### config.mk
export PLATFORM = sky130hd
export DESIGN_NAME = cmp_search_ctrl
export DESIGN_NICKNAME = d
export VERILOG_FILES = /design/src/rtl/cmp_search_ctrl.sv
export SDC_FILE = /design/constraint.sdc
export NUM_CORES = 1
export LEC_CHECK = 0
export CORE_MARGIN = 2
export CORE_UTILIZATION = 62
export DETAILED_ROUTE_END_ITERATION = 7
export GPL_TIMING_DRIVEN = 0
export PLACE_DENSITY = 0.85
export SYNTH_ARGS = -nofsm -noshare
export SYNTH_HDL_FRONTEND = slang
export SYNTH_SLANG_ARGS = --single-unit
### constraint.sdc
create_clock -name iClk -period 5.2 [get_ports iClk]
set_input_delay 1.04 -clock iClk [delete_from_list [all_inputs] [get_ports iClk]]
set_output_delay 1.04 -clock iClk [all_outputs]
set_load 0.01 [all_outputs]
### src/rtl/cmp_search_ctrl.sv
// cmp_search_ctrl: binary-search controller that drives the A operand of an
// external magnitude comparator and consumes its 3-bit relation code
// ([2]=guess>secret, [1]=equal, [0]=guess<secret) to locate the secret B operand.
// CMP_LAT sets how many extra cycles each evaluation waits for the comparator.
// Optional feature macro: SEARCH_STEPCNT_EN adds the oSteps evaluation counter output.
module cmp_search_ctrl #(
  parameter int WIDTH   = 8,
  parameter int CMP_LAT = 0
) (
  input  logic                            iClk,
  input  logic                            iRst,
  input  logic                            iStart,
  input  logic [2:0]                      iCmp,
  output logic [WIDTH-1:0]                oGuess,
  output logic                            oBusy,
  output logic                            oDone,
  output logic                            oErr,
  output logic [WIDTH-1:0]                oResult
`ifdef SEARCH_STEPCNT_EN
  ,
  output logic [$clog2(WIDTH+2)-1:0]      oSteps
`endif
);

  localparam int CW = (CMP_LAT > 0) ? $clog2(CMP_LAT + 1) : 1;

  localparam logic [1:0] IDLE = 2'd0;
  localparam logic [1:0] WAIT = 2'd1;
  localparam logic [1:0] DONE = 2'd2;

  logic [1:0]       state;
  logic [WIDTH-1:0] lo;
  logic [WIDTH-1:0] hi;
  logic [CW-1:0]    cnt;
  logic [WIDTH-1:0] guess_dec;
  logic [WIDTH-1:0] guess_inc;

  // Midpoint with a WIDTH+1-bit sum so lo+hi cannot overflow; rounds down.
  function automatic logic [WIDTH-1:0] mid(input logic [WIDTH-1:0] l, input logic [WIDTH-1:0] h);
    logic [WIDTH:0] s;
    s = {1'b0, l} + {1'b0, h};
    return s[WIDTH:1];
  endfunction

  // Neighbours of the current guess used when the range shrinks.
  always_comb begin
    guess_dec = oGuess - WIDTH'(1);
    guess_inc = oGuess + WIDTH'(1);
  end

  // Status flags are pure decodes of the state register.
  always_comb begin
    oBusy = (state == WAIT);
    oDone = (state == DONE);
  end

  // Search sequencer: start, wait for the comparator, narrow the range, finish.
  always_ff @(posedge iClk or posedge iRst) begin
    if (iRst) begin
      state   <= IDLE;
      lo      <= '0;
      hi      <= '0;
      cnt     <= '0;
      oGuess  <= '0;
      oErr    <= 1'b0;
      oResult <= '0;
    end else begin
      case (state)
        IDLE, DONE: begin
          if (iStart) begin
            lo     <= '0;
            hi     <= '1;
            oGuess <= mid('0, '1);
            cnt    <= CW'(CMP_LAT);
            oErr   <= 1'b0;
            state  <= WAIT;
          end
        end
        WAIT: begin
          if (cnt != '0) begin
            cnt <= cnt - CW'(1);
          end else begin
            case (iCmp)
              3'b010: begin
                oResult <= oGuess;
                state   <= DONE;
              end
              3'b100: begin
                // Guess too high; an empty remaining range means the answers were inconsistent.
                if (oGuess == lo) begin
                  oErr  <= 1'b1;
                  state <= DONE;
                end else begin
                  hi     <= guess_dec;
                  oGuess <= mid(lo, guess_dec);
                  cnt    <= CW'(CMP_LAT);
                end
              end
              3'b001: begin
                if (oGuess == hi) begin
                  oErr  <= 1'b1;
                  state <= DONE;
                end else begin
                  lo     <= guess_inc;
                  oGuess <= mid(guess_inc, hi);
                  cnt    <= CW'(CMP_LAT);
                end
              end
              default: begin
                oErr  <= 1'b1;
                state <= DONE;
              end
            endcase
          end
        end
        default: state <= IDLE;
      endcase
    end
  end

`ifdef SEARCH_STEPCNT_EN
  localparam int SW = $clog2(WIDTH + 2);

  // Evaluation counter: cleared on an accepted start, bumped on every evaluated code.
  always_ff @(posedge iClk or posedge iRst) begin
    if (iRst) begin
      oSteps <= '0;
    end else if ((state == IDLE || state == DONE) && iStart) begin
      oSteps <= '0;
    end else if (state == WAIT && cnt == '0) begin
      oSteps <= oSteps + SW'(1);
    end
  end
`endif

endmodule

==> run metrics <==
actual transition at the worst max-transition pin=between 0.7 and 0.8 ns; critical path peak fanout=10; Max transition margin=0.5013; fin util=0.7545; Critical Path Start Type=register; final-layout worst hold slack=0.5022 ns; total iterations of the first detailed-routing run=5; number of flip-flops and latches in the synthesized netlist=35; number of top-level pins=25; required arrival time at the worst endpoint=~5.4 ns; sequential share of power=0.280; fin nets=341; Tcrit/Tclk final=0.5498; clock transition at the registers of the reported paths=0.08 ns; remaining antenna violation count after routing=0; Final Max Slew Viols=0; internal power=about 0.00078 W; total of cells resized after clock tree synthesis=0; switching power=between 0.0004 and 0.0005 W; run status=completed; Setup CP Type=register to register; Pwr per Cell Area=408.5 mW/mm2; Final HPWL DP=4555 um; Placer Congestion=0.9415; number of CTS-inserted buffers=5; Max Cap Viol=0; switching power as a share of total power=0.3743; Logic pwr share=0.510; combined area of all synthesized cells=0.002641 mm2; DRC violation count after routing=0; prevailing post-synth register cell=sky130_fd_sc_hd__dfrtp_1; number of H-tree levels=2; ANT cells=0; worst min-delay path category=register to register; top routing layer in use=met4; yosys warns=0; Routed WL=6138 um; fraction of registers with async set or reset after synthesis=1.000; number of core rows=23; initial antenna violation count=0; area of the die=0.004798 mm2; clock period minus worst slack=2.859 ns; fraction of final layout cells with drive strength greater than 1=0.1369; number of failing hold endpoints at the final stage=0; mean cell area of the mapped netlist=9.366 um2; height of the die=69.27 um; number of global-route vias before repair=2,099; first-pass GRT wire length=10,380 um; quantity of hold-fixing buffers added after cts=0; cell accounting for the most synthesized area=sky130_fd_sc_hd__dfrtp_1; routed via count divided by cell count=around 6; initial detailed-routing violation count=170; CP max stage cell=sky130_fd_sc_hd__dfrtp_1; area share of the largest cell type after synthesis=0.3316; Worst Path Arrival=~3.1 ns; number of enable flip-flop cells after synthesis=0; number of nets produced by synthesis=between 300 and 400; endpoint kind of the worst setup timing path=register; Critical Path, Cell by Cell=inv_1 -> ha_1 -> inv_1 -> fa_1 -> nor2b_1 -> o31a_1 -> o21ai_1 -> nor3b_1 -> o31ai_1 -> o32a_1; number of setup buffers added after CTS=0; clk sink count=35; Routed met3 length=439 um; wire length on met1=2701 um; maximum count of clock buffers along a single path=2; most numerous cell on the critical path=sky130_fd_sc_hd__inv_1; Total GRT Usage=0.2715; clock tree from TritonCTS=built; instance count of the mapped netlist=282; mean routed wirelength per cell=16.86 um; final-layout setup total negative slack=0 ns; leakage power=between 1 and 1.5 nW; Die X=between 60 and 70 um; setup repair after global routing missed its margin=false; f_max=roughly 350 MHz; synth-to-layout area growth=15.92%; maximum number of pins on one net before global-route repair=36; cell types with the largest area share after synthesis=sky130_fd_sc_hd__dfrtp_1 (33%), sky130_fd_sc_hd__ha_1 (9.5%), sky130_fd_sc_hd__xnor2_1 (7.0%); wire length on met2=just under 3000 um; Clock Root Buffer=sky130_fd_sc_hd__clkbuf_8; number of buffers added on ports=24; leftover overflow at the end of global routing=0; setup clock skew after layout=0.01075 ns; number of setup violations in the final report=0; sequential share of the synthesized area=0.3316; area of the core=0.004058 mm2; worst vdd ir=0.3641 mV; latest clock arrival within the worst-skew pair=approximately 0.3 ns; Slowest Stage Delay on Critical Path=a little under 0.6 ns; starting density of the core=0.6509; post-synthesis cell type count=50; via count of the routed design=2,161; relative contribution of the clock network to total power=0.211
[final cells by class]
cell class,count,area [um2]
inverter,12,45.04
buffer,14,111.4
multi-input combinational,221,1609
timing repair buffer,24,240.2
tap,50,62.56
clock buffer,6,82.58
clock inverter,2,35.03
sequential,35,875.8
fill,277,996.0
[cells in the mapped netlist (3+ instances only)]
master and count:
sky130_fd_sc_hd__nor3b_1 3, sky130_fd_sc_hd__ha_1 20, sky130_fd_sc_hd__xor2_1 8, sky130_fd_sc_hd__nor3_1 10, sky130_fd_sc_hd__a21oi_1 12, sky130_fd_sc_hd__mux2_2 8
sky130_fd_sc_hd__nand2b_1 8, sky130_fd_sc_hd__a31oi_1 4, sky130_fd_sc_hd__nand2_1 22, sky130_fd_sc_hd__xnor2_2 4, sky130_fd_sc_hd__nand4_1 3, sky130_fd_sc_hd__o21ai_0 16
sky130_fd_sc_hd__nor2b_1 4, sky130_fd_sc_hd__buf_6 7, sky130_fd_sc_hd__buf_2 5, sky130_fd_sc_hd__xnor2_1 21, sky130_fd_sc_hd__nor2_1 27, sky130_fd_sc_hd__nand3_1 14
sky130_fd_sc_hd__inv_1 11, sky130_fd_sc_hd__dfrtp_1 35
[sequential cells by signal (all words and copies together), names as in the netlist]
| register | cells |
|---|---|
| oResult | 8 |
| oErr | 1 |
| oGuess | 8 |
| lo | 8 |
| state | 2 |
| hi | 8 |
[worst paths after layout]
| check | start | endpoint | slack (ns) | cells after the start |
|---|---|---|---|---|
| worst min register to register | oErr | oErr | 0.50 | 2 |
| min in group asynchronous | iRst | lo[5] | 1.18 | 2 |
| worst max-delay path | oGuess[0] | oGuess[5] | 2.34 | 10 |
| worst min-delay path | oErr | oErr | 0.50 | 2 |
| worst max register to register | oGuess[0] | oGuess[5] | 2.34 | 10 |
| max in group asynchronous | iRst | oResult[7] | 3.53 | 2 |
[metal layers]
layer,track usage,up-vias
met5,0,-
met4,0.08497,0
met3,0.04942,10
met2,0.4081,86
met1,0.3985,1023
li1,-,1042
[cell families after synthesis]
group                    after synthesis  share of synthesized area
flip-flops                            35                     0.3316
XOR/XNOR                              34                     0.1312
multiplexers                           9                    0.03790
AND/OR/NAND/NOR                      102                     0.1961
adder cells (fa/ha/maj)               22                     0.1099
buffers and inverters                 26                    0.05921
AO/OA/AOI/OAI                         54                     0.1341
[through the flow]
step	area, um2	power, W	instances	setup slack, ns
finish	3062	0.001251	364	2.341
global route	3062	0.001331	364	2.177
CTS	3062	0.001247	364	2.384
detailed placement	2944	0.0009841	356	2.397
global placement	2944	0.0009680	356	2.389
floorplan	2641	0.0008111	282	2.769
[power groups by stage]
stage	combinational, W	clock [W]	sequential (W)
3_3_place_gp	0.000615	0	0.000353
5_1_grt	0.000699	0.000274	0.000358
3_5_place_dp	0.000629	0	0.000355
2_1_floorplan	0.000443	0	0.000368
6_report	0.000638	0.000263	0.000350
4_1_cts	0.000633	0.000263	0.000350
[placed cells by master (no fill, tap or decap), types with 12 or more instances in the layout]
| master | count |
|---|---|
| sky130_fd_sc_hd__o21ai_0 | 16 |
| sky130_fd_sc_hd__ha_1 | 20 |
| sky130_fd_sc_hd__nand3_1 | 14 |
| sky130_fd_sc_hd__nand2_1 | 22 |
| sky130_fd_sc_hd__a21oi_1 | 12 |
| sky130_fd_sc_hd__nor2_1 | 27 |
| sky130_fd_sc_hd__clkdlybuf4s50_1 | 24 |
| sky130_fd_sc_hd__xnor2_1 | 21 |
| sky130_fd_sc_hd__dfrtp_1 | 35 |
[critical path: cells and delay by family, from the launching register on]
family | cells | cell delay, ns
AO/OA/AOI/OAI | 4 | 0.71
adder cells (fa/ha/maj) | 2 | 0.84
flip-flops | 1 | 0.58
buffers and inverters | 2 | 0.30
AND/OR/NAND/NOR | 2 | 0.35
No activity file was read; power rests on OpenSTA's default activity.
